File: src/rtl/uart_pkg.sv
// Shared definitions for the UART transmit FIFO: launch FSM encoding and timing constants.
package uart_pkg;

    // Default character width in bits.
    localparam int unsigned DefaultDataW = 8;

    // Cycles WAIT_BUSY tolerates with tx_busy low before giving up on the handshake.
    localparam int unsigned BusyTimeout = 4;
    localparam int unsigned BusyCntW    = $clog2(BusyTimeout);

    typedef enum logic [1:0] {
        StIdle     = 2'd0,
        StLaunch   = 2'd1,
        StWaitBusy = 2'd2,
        StWaitDone = 2'd3
    } tx_state_e;

endpackage

File: src/rtl/sync_fifo.sv
// Single-clock FIFO. Pointers carry one extra wrap bit so full and empty are distinguishable.
module sync_fifo import uart_pkg::*; #(
    parameter int unsigned DATA_W = DefaultDataW,
    parameter int unsigned DEPTH  = 16
) (
    input  logic                     clk,
    input  logic                     rst_n,
    input  logic                     wr_en,
    input  logic [DATA_W-1:0]        wr_data,
    input  logic                     rd_en,
    output logic [DATA_W-1:0]        rd_data,
    output logic                     full,
    output logic                     empty,
    output logic [$clog2(DEPTH):0]   level
);

    localparam int unsigned AW = $clog2(DEPTH);
    localparam logic [AW:0] PtrOne = (AW + 1)'(1);

    logic [DATA_W-1:0] mem_q [DEPTH];
    logic [AW:0]       wr_ptr_q, wr_ptr_d;
    logic [AW:0]       rd_ptr_q, rd_ptr_d;
    logic              wr_accept;
    logic              rd_accept;

    // Same index with differing wrap bits means the write pointer has lapped the read pointer.
    assign full      = (wr_ptr_q[AW] != rd_ptr_q[AW]) && (wr_ptr_q[AW-1:0] == rd_ptr_q[AW-1:0]);
    assign empty     = (wr_ptr_q == rd_ptr_q);
    assign level     = wr_ptr_q - rd_ptr_q;
    assign wr_accept = wr_en && !full;
    assign rd_accept = rd_en && !empty;
    assign rd_data   = mem_q[rd_ptr_q[AW-1:0]];

    // Advance pointers on accepted writes and reads.
    always_comb begin
        wr_ptr_d = wr_ptr_q;
        rd_ptr_d = rd_ptr_q;
        if (wr_accept) begin
            wr_ptr_d = wr_ptr_q + PtrOne;
        end
        if (rd_accept) begin
            rd_ptr_d = rd_ptr_q + PtrOne;
        end
    end

    // Pointer registers.
    always_ff @(posedge clk or negedge rst_n) begin
        if (!rst_n) begin
            wr_ptr_q <= '0;
            rd_ptr_q <= '0;
        end else begin
            wr_ptr_q <= wr_ptr_d;
            rd_ptr_q <= rd_ptr_d;
        end
    end

    // Storage is not reset; the pointers alone define which entries are valid.
    always_ff @(posedge clk) begin
        if (wr_accept) begin
            mem_q[wr_ptr_q[AW-1:0]] <= wr_data;
        end
    end

endmodule

File: src/rtl/uart_tx_fifo.sv
// Host-side character FIFO feeding a UART transmitter through a launch/handshake FSM.
module uart_tx_fifo import uart_pkg::*; #(
    parameter int unsigned DATA_W = DefaultDataW,
    parameter int unsigned DEPTH  = 16
) (
    input  logic                     clk,
    input  logic                     rst_n,
    input  logic                     wr_en,
    input  logic [DATA_W-1:0]        wr_data,
    output logic                     full,
    output logic                     empty,
    output logic [$clog2(DEPTH):0]   level,
    output logic                     overflow,
    output logic                     tx_start,
    output logic [DATA_W-1:0]        tx_data,
    input  logic                     tx_busy
);

    tx_state_e             state_q, state_d;
    logic [BusyCntW-1:0]   wait_cnt_q, wait_cnt_d;
    logic [DATA_W-1:0]     tx_data_q, tx_data_d;
    logic                  overflow_q, overflow_d;
    logic                  avail_q, avail_d;
    logic                  pop;
    logic [DATA_W-1:0]     fifo_rd_data;
    logic                  fifo_full;
    logic                  fifo_empty;

    sync_fifo #(
        .DATA_W (DATA_W),
        .DEPTH  (DEPTH)
    ) u_fifo (
        .clk     (clk),
        .rst_n   (rst_n),
        .wr_en   (wr_en),
        .wr_data (wr_data),
        .rd_en   (pop),
        .rd_data (fifo_rd_data),
        .full    (fifo_full),
        .empty   (fifo_empty),
        .level   (level)
    );

    assign full     = fifo_full;
    assign empty    = fifo_empty;
    assign overflow = overflow_q;
    assign tx_data  = tx_data_q;
    assign tx_start = (state_q == StLaunch);

    // Launch FSM: pop a character, pulse tx_start, then wait for the transmitter handshake.
    always_comb begin
        state_d    = state_q;
        wait_cnt_d = '0;
        pop        = 1'b0;
        case (state_q)
            StIdle: begin
                // avail_q lags the FIFO by one cycle; it can only be stale in LAUNCH, never here.
                if (avail_q && !tx_busy) begin
                    pop     = 1'b1;
                    state_d = StLaunch;
                end
            end
            StLaunch: begin
                state_d = StWaitBusy;
            end
            StWaitBusy: begin
                if (tx_busy) begin
                    state_d = StWaitDone;
                end else if (wait_cnt_q == BusyCntW'(BusyTimeout - 1)) begin
                    // Transmitter finished or ignored the launch; the character is not retried.
                    state_d = StIdle;
                end else begin
                    wait_cnt_d = wait_cnt_q + BusyCntW'(1);
                end
            end
            StWaitDone: begin
                if (!tx_busy) begin
                    state_d = StIdle;
                end
            end
            default: begin
                state_d = StIdle;
            end
        endcase
    end

    // Datapath next state: capture popped head, flag dropped writes, delay the non-empty view.
    always_comb begin
        tx_data_d  = pop ? fifo_rd_data : tx_data_q;
        overflow_d = wr_en && fifo_full;
        avail_d    = !fifo_empty;
    end

    // State and output registers.
    always_ff @(posedge clk or negedge rst_n) begin
        if (!rst_n) begin
            state_q    <= StIdle;
            wait_cnt_q <= '0;
            tx_data_q  <= '0;
            overflow_q <= 1'b0;
            avail_q    <= 1'b0;
        end else begin
            state_q    <= state_d;
            wait_cnt_q <= wait_cnt_d;
            tx_data_q  <= tx_data_d;
            overflow_q <= overflow_d;
            avail_q    <= avail_d;
        end
    end

endmodule

File: config.mk
export PLATFORM = sky130hd
export DESIGN_NAME = uart_tx_fifo
export DESIGN_NICKNAME = d
export VERILOG_FILES = /design/src/rtl/uart_pkg.sv /design/src/rtl/sync_fifo.sv /design/src/rtl/uart_tx_fifo.sv
export SDC_FILE = /design/constraint.sdc
export NUM_CORES = 1
export LEC_CHECK = 0
export ABC_AREA = 0
export CORE_ASPECT_RATIO = 0.7
export CORE_UTILIZATION = 55
export DETAILED_ROUTE_END_ITERATION = 8
export GPL_TIMING_DRIVEN = 0
export MAX_ROUTING_LAYER = met4
export PLACE_DENSITY = 0.7
export SLEW_MARGIN = 10
export SYNTH_ARGS = -nofsm -noshare
export SYNTH_HDL_FRONTEND = slang
export SYNTH_SLANG_ARGS = --single-unit
File: constraint.sdc
create_clock -name clk -period 3.66 [get_ports clk]
set_input_delay 0.366 -clock clk [delete_from_list [all_inputs] [get_ports clk]]
set_output_delay 0.366 -clock clk [all_outputs]
set_load 0.02 [all_outputs]
After elaboration in Yosys (flattened, before gate mapping):

Memories as Yosys holds them, arrays and structs flattened. A register that Yosys moved wholly into a read port is not among the register bits.
Index checks and enable logic that the tools add are counted.
W data, S select, Z words.

* bits in registers: 16
* bits in latches: 0
* memory bits (writable): 128
* memory bits (read-only): 0
* input port bits: 12
* output and inout port bits: 17
* word-level logic and storage cells: 44
* memories: 1

Memory list
* u_fifo.mem_q: words 16, width 8, rd ports 1, clocked after memory_dff 1, write ports 1, RTL line sync_fifo.sv:20 `logic [DATA_W-1:0] mem_q [DEPTH];`

* $add $sub $neg: 4
* $mul: 0
* divide/modulo/power cells: 0
* order comparisons: 0
* equal/unequal tests: 10
* shift-type cells: 0
* mux-type cells: 12
* bitwise operators: 0
* reductions and logical operators: 11

Operators with widths (number)
* $mux W2: 7
* $add A5 B1 Y5 const B: 2
* $pmux W2 S4: 1
* $eq A2 B2 Y1 const B: 3
* $eq A5 B5 Y1: 1
* $logic_and A1 B1 Y1: 5
* $sub A5 B5 Y5: 1
* $eq A4 B4 Y1: 1
* $logic_not A1 Y1: 4
* $mux W1: 4
* $ne A2 B2 Y1 const B: 2
* $ne A3 B3 Y1 const B: 1
* $reduce_and A3 Y1: 1
* $add A2 B1 Y2 const B: 1
* $eq A2 B1 Y1 const B: 1
* $logic_not A2 Y1: 1
* $ne A1 B1 Y1: 1

Depth between registers and ports, before layout:

* word-level depth: 6
* mapped depth: 9
* depth with buffers taken out: 7

Hierarchy:

From an unflattened synthesis, not the netlist that was laid out.

* cell total of the unflattened synthesis: 334
* area total of the unflattened synthesis: 6209.7 um2

By module, submodules not included
* sync_fifo: times used 1, cells each 299, area each 5664.2 um2, seq. area each 4093.9 um2
* uart_tx_fifo: times used 1, cells each 35, area each 545.5 um2, seq. area each 350.3 um2

Worst setup path before layout:

No wires, ideal clock.

* path kind: reg2reg
* from: reg u_fifo.rd_ptr_q[1]
* to: mem u_fifo.mem_q[0][0] in the netlist's numbering (enable)
* setup time: 395 ps
* arrival time: 2397 ps
* required time: 3265 ps
* path slack: 868 ps
* cell stages (with the launch flop): 9
* path buffers: 3
* period minus slack after synthesis: 2792 ps
* cell sequence: dfrtp_1 buf_6 buf_12 buf_2 inv_2 ha_1 nand4_1 o21ai_1 nor4_1

* cells in the longest elaborated chain, start to end: 6

RTL lines
* start, declared: RTL line sync_fifo.sv:22 `logic [AW:0] rd_ptr_q, rd_ptr_d;`
* start signal, assigned: RTL line sync_fifo.sv:53 `rd_ptr_q <= rd_ptr_d;`
* $eq A4 B4 Y1: RTL line sync_fifo.sv:27 `assign full = (wr_ptr_q[AW] != rd_ptr_q[AW]) && (wr_ptr_q[AW-1:0] == rd_ptr_q[AW-1:0]);`
* $logic_and A1 B1 Y1: RTL line sync_fifo.sv:27
* $logic_not A1 Y1: RTL line sync_fifo.sv:30 `assign wr_accept = wr_en && !full;`
* $logic_and A1 B1 Y1: RTL line sync_fifo.sv:30
* $mux W1: RTL line sync_fifo.sv:59 `if (wr_accept) begin`
* $mux W1 (not written as such): RTL line sync_fifo.sv:60 `mem_q[wr_ptr_q[AW-1:0]] <= wr_data;`
* end, declared: RTL line sync_fifo.sv:20

Every way passes these cells.

Worst setup path in the final report:

* from: reg u_fifo.rd_ptr_q[2]
* to: out level[4]

* cells in the longest elaborated chain, start to end: 1

RTL lines
* $sub A5 B5 Y5: RTL line sync_fifo.sv:29 `assign level = wr_ptr_q - rd_ptr_q;`
* end, declared: RTL line uart_tx_fifo.sv:12 `output logic [$clog2(DEPTH):0] level,`

Every way passes these cells.

==> results.yml <==
flow_run:
  drv_cap: 0
synth:
  synth.area.top_cells: "edfxtp_1, dfrtp_1, mux2i_1"
  netlist_area_sq_um: 6170
  ys_types: 41
  yosysWarnings: 0
  synth_edf_count: 128
  yosysTopAreaCellShare_pct: 62.2
  synthFlopType: "edfxtp_1"
  syn-mean-instance-area_sq_um: 17.6
  ys_seq_area_share_pct: 72.0
  synth-seq-cells: 152
  yosys.area.top_type: "edfxtp_1"
  synth_cells: 350
  synthArstFlopShare_pct: 15.8
  syn-num-nets: 373
cells_and_area:
  antenna_cells: 0
  nets: 424
  multi_input_area_sq_um: 1630
  drive_gt1_share_pct: 16.7
  n_fill_cell: 706
  instances_no_fill: 562
  ff_latch_area_sq_um: 4440
  syn2layout_area_growth_pct: 19.3
global_route:
  grt_overflow: 0
  met1_usage_pct: 35.2
  grt_max_degree: 25
  grt_pass1_vias: 3200
  grt_use_met3_pct: 6.28
  grt_util_all_layers_pct: 24.4
  antenna_found_initial: 0
  met2_usage_pct: 34.7
  grt_pass1_wl_um: 19200
  gr-max-usage-layer: "met1"
floorplan:
  die_area_sq_um: 11700
  ios: 29
  coreArea_sq_um: 10600
  initial_core_util_pct: 58.1
  fp.dieW_um: 129
  rows: 31
  die_h_um: 90.7
setup_path:
  worstSetupStartpoint: "u_fifo.rd_ptr_q[2]$_DFFE_PN0P_"
  worst_setup_path_end_kind: "output port"
  required_ps: 3290
  rr_startpoint: "u_fifo.rd_ptr_q[2]$_DFFE_PN0P_"
  r2r_end: "u_fifo.mem_q[12][6]$_DFFE_PP_"
  r2r_setup_slack_ps: 320
  crit_arrival_ps: 2990
  setup.worst_path.end: "level[4]"
  critPathKind: "flip-flop to output port"
  max_stage_delay_ps: 620
  rr_worst_depth: 7
  cp_max_fo: 10
  critPathLaunchType: "flip-flop"
  path_cells: "clkbuf_1 -> inv_1 -> ha_1 -> a21o_1 -> a21oi_1 -> xnor2_1 -> clkdlybuf4s50_1"
  cp_slowest_cell: "clkdlybuf4s50_1"
pwr:
  swShare_pct: 31.9
  leakage_nw: 2.62
  p_total_w: 0.00648
  p_int_w: 0.00441
  p_clk_share_pct: 30.4
  combPwrFrac_pct: 34.3
  pwr_density_cell_nw_per_um2: 880
  irDropWorstVdd_v: 0.000466
  power.switching_w: 0.00207
  power_frac_seq_pct: 35.3
sta:
  finalMaxSlewViolations: 0
  slew-limit-headroom_pct: 28.6
  rsz0062_at_grt: "no"
  hold_viol_final: 0
  fin_crit_ps: 3350
  period_share_pct: 91.6
  skew_ps: 6.09
  setup_viol: 0
  setup_ws_ps: 307
  fmax_mhz: 298
  worst_pin_slew_ps: 1070
placed_design:
  gp_congestion: 0.785
  dp_hpwl_um: 8010
  io_buffers: 28
  dp_cells: 530
  pre_cts_ws_ps: 246
routing:
  via_count: 3331
  wl_per_cell_um: 22.3
  drt_wl_total_um: 12500
  drc: 0
  dr.pass1.iters: 5
  final_antenna_net_count: 0
  vias_per_cell: 5.93
  initialDrtViolationCount: 328
min_path:
  hold_class: "flip-flop to flip-flop"
  hold_path_depth: 1
cts:
  clk_pin_slew_ps: 60
  worstSkewPairLatency_ps: 410
  numCtsBuffers: 17
  h-tree-depth: 4
  cts_tree: "built"
  cts_num_sinks: 152
  clockBufferDepth: 2
  post_cts_resized: 0
  cts-root-buf: "clkbuf_16"
status:
  outcome: "complete, no violations"
==> cell families after synthesis <==
| logic type | Yosys count | synth area share (%) |
|---|---|---|
| flops | 152 | 72.0 |
| fa+ha+maj | 11 | 2.35 |
| xor+xnor | 12 | 1.70 |
| compound gates | 43 | 4.40 |
| simple gates | 49 | 4.68 |
| mux | 56 | 12.8 |
| buf+inv | 27 | 2.11 |
==> stage by stage <==
stage	util [%]	setup TNS (ps)	hold WS, ps	area (sq um)
finish	69.3	0	449	7370
detailed placement	63.0	0	440	6700
floorplan	-	0	70.4	6170
global placement	62.5	-4860	431	6640
global route	69.3	0	492	7370
CTS	69.3	0	451	7370
==> cell usage in the layout, fill, tap and decap left out, types with 6 or more instances in the layout <==
master             n
clkbuf_1           6
edfxtp_1         128
a211oi_1           8
bufinv_16          6
dfrtp_1           24
clkdlybuf4s50_1   27
mux2i_1           32
ha_1              10
o22ai_1           16
a21oi_1           10
mux2_2             8
xnor2_1           10
inv_1             11
nor2_1            14
mux4_2            11
clkbuf_16         17
==> cell type report <==
type | count | share of cell area [%]
Inverter | 13 | 0.662
Sequential cell | 152 | 60.3
Timing Repair Buffer | 33 | 4.28
Clock inverter | 15 | 3.35
Tap cell | 148 | 2.51
Clock buffer | 17 | 5.77
Buffer | 13 | 1.04
Multi-Input combinational cell | 171 | 22.1
==> power by group through the flow <==
stage                     registers [W]  logic, W  clock network [W]
after detailed placement        0.00232   0.00221                  0
after CTS                       0.00229   0.00223            0.00199
after floorplan                 0.00234   0.00140                  0
after global placement          0.00232   0.00217                  0
after global routing            0.00231   0.00238            0.00206
final                           0.00229   0.00222            0.00197
==> synthesized netlist by cell type (5+ instances only) <==
cell	n
edfxtp_1	128
mux2i_1	32
dfrtp_1	24
o22ai_1	16
nor2_1	14
inv_1	11
mux4_2	11
a21oi_1	10
ha_1	10
xnor2_1	10
a211oi_1	8
mux2_2	8
clkbuf_1	6
and2_1	5
mux4_1	5
nand2_1	5
nand4_1	5
==> worst max-delay path, delay by kind of cell (launching register included) <==
family                   cells  cell delay [ps]
AO/OA/AOI/OAI                2              360
XOR/XNOR                     1              140
adder cells (fa/ha/maj)      1              370
buffers and inverters        3             1200
flip-flops                   1              490
==> what timing repair did <==
item,CTS,global route
setup buffers,0,0
endpoints found under the setup margin,0,1
hold endpoints to repair,0,24
hold buffers,0,1
==> per-layer routing <==
layer  share of wire (%)  routed length (um)
met4                0.69                  87
met3                 6.8                 855
met5                   0                   0
met2                  47                5890
met1                  46                5710
==> worst min-delay path by stage <==
stage                                          to                    start  slack (ps)
after floorplan                 avail_q$_DFF_PN0_                    rst_n          70
after global placement    wait_cnt_q[0]$_DFF_PN0_  wait_cnt_q[0]$_DFF_PN0_         430
after detailed placement  wait_cnt_q[0]$_DFF_PN0_  wait_cnt_q[0]$_DFF_PN0_         440
after CTS                 wait_cnt_q[0]$_DFF_PN0_  wait_cnt_q[0]$_DFF_PN0_         450
after global routing      wait_cnt_q[0]$_DFF_PN0_  wait_cnt_q[0]$_DFF_PN0_         490
final                     wait_cnt_q[0]$_DFF_PN0_  wait_cnt_q[0]$_DFF_PN0_         450
==> flip-flops by register name, indices dropped and copies added, names as in the netlist <==
register	flops
tx_data	8
state_q	2
u_fifo.wr_ptr_q	5
overflow	1
u_fifo.rd_ptr_q	5
avail_q	1
wait_cnt_q	2
u_fifo.mem_q	128
(Power assumes the default switching activity.)
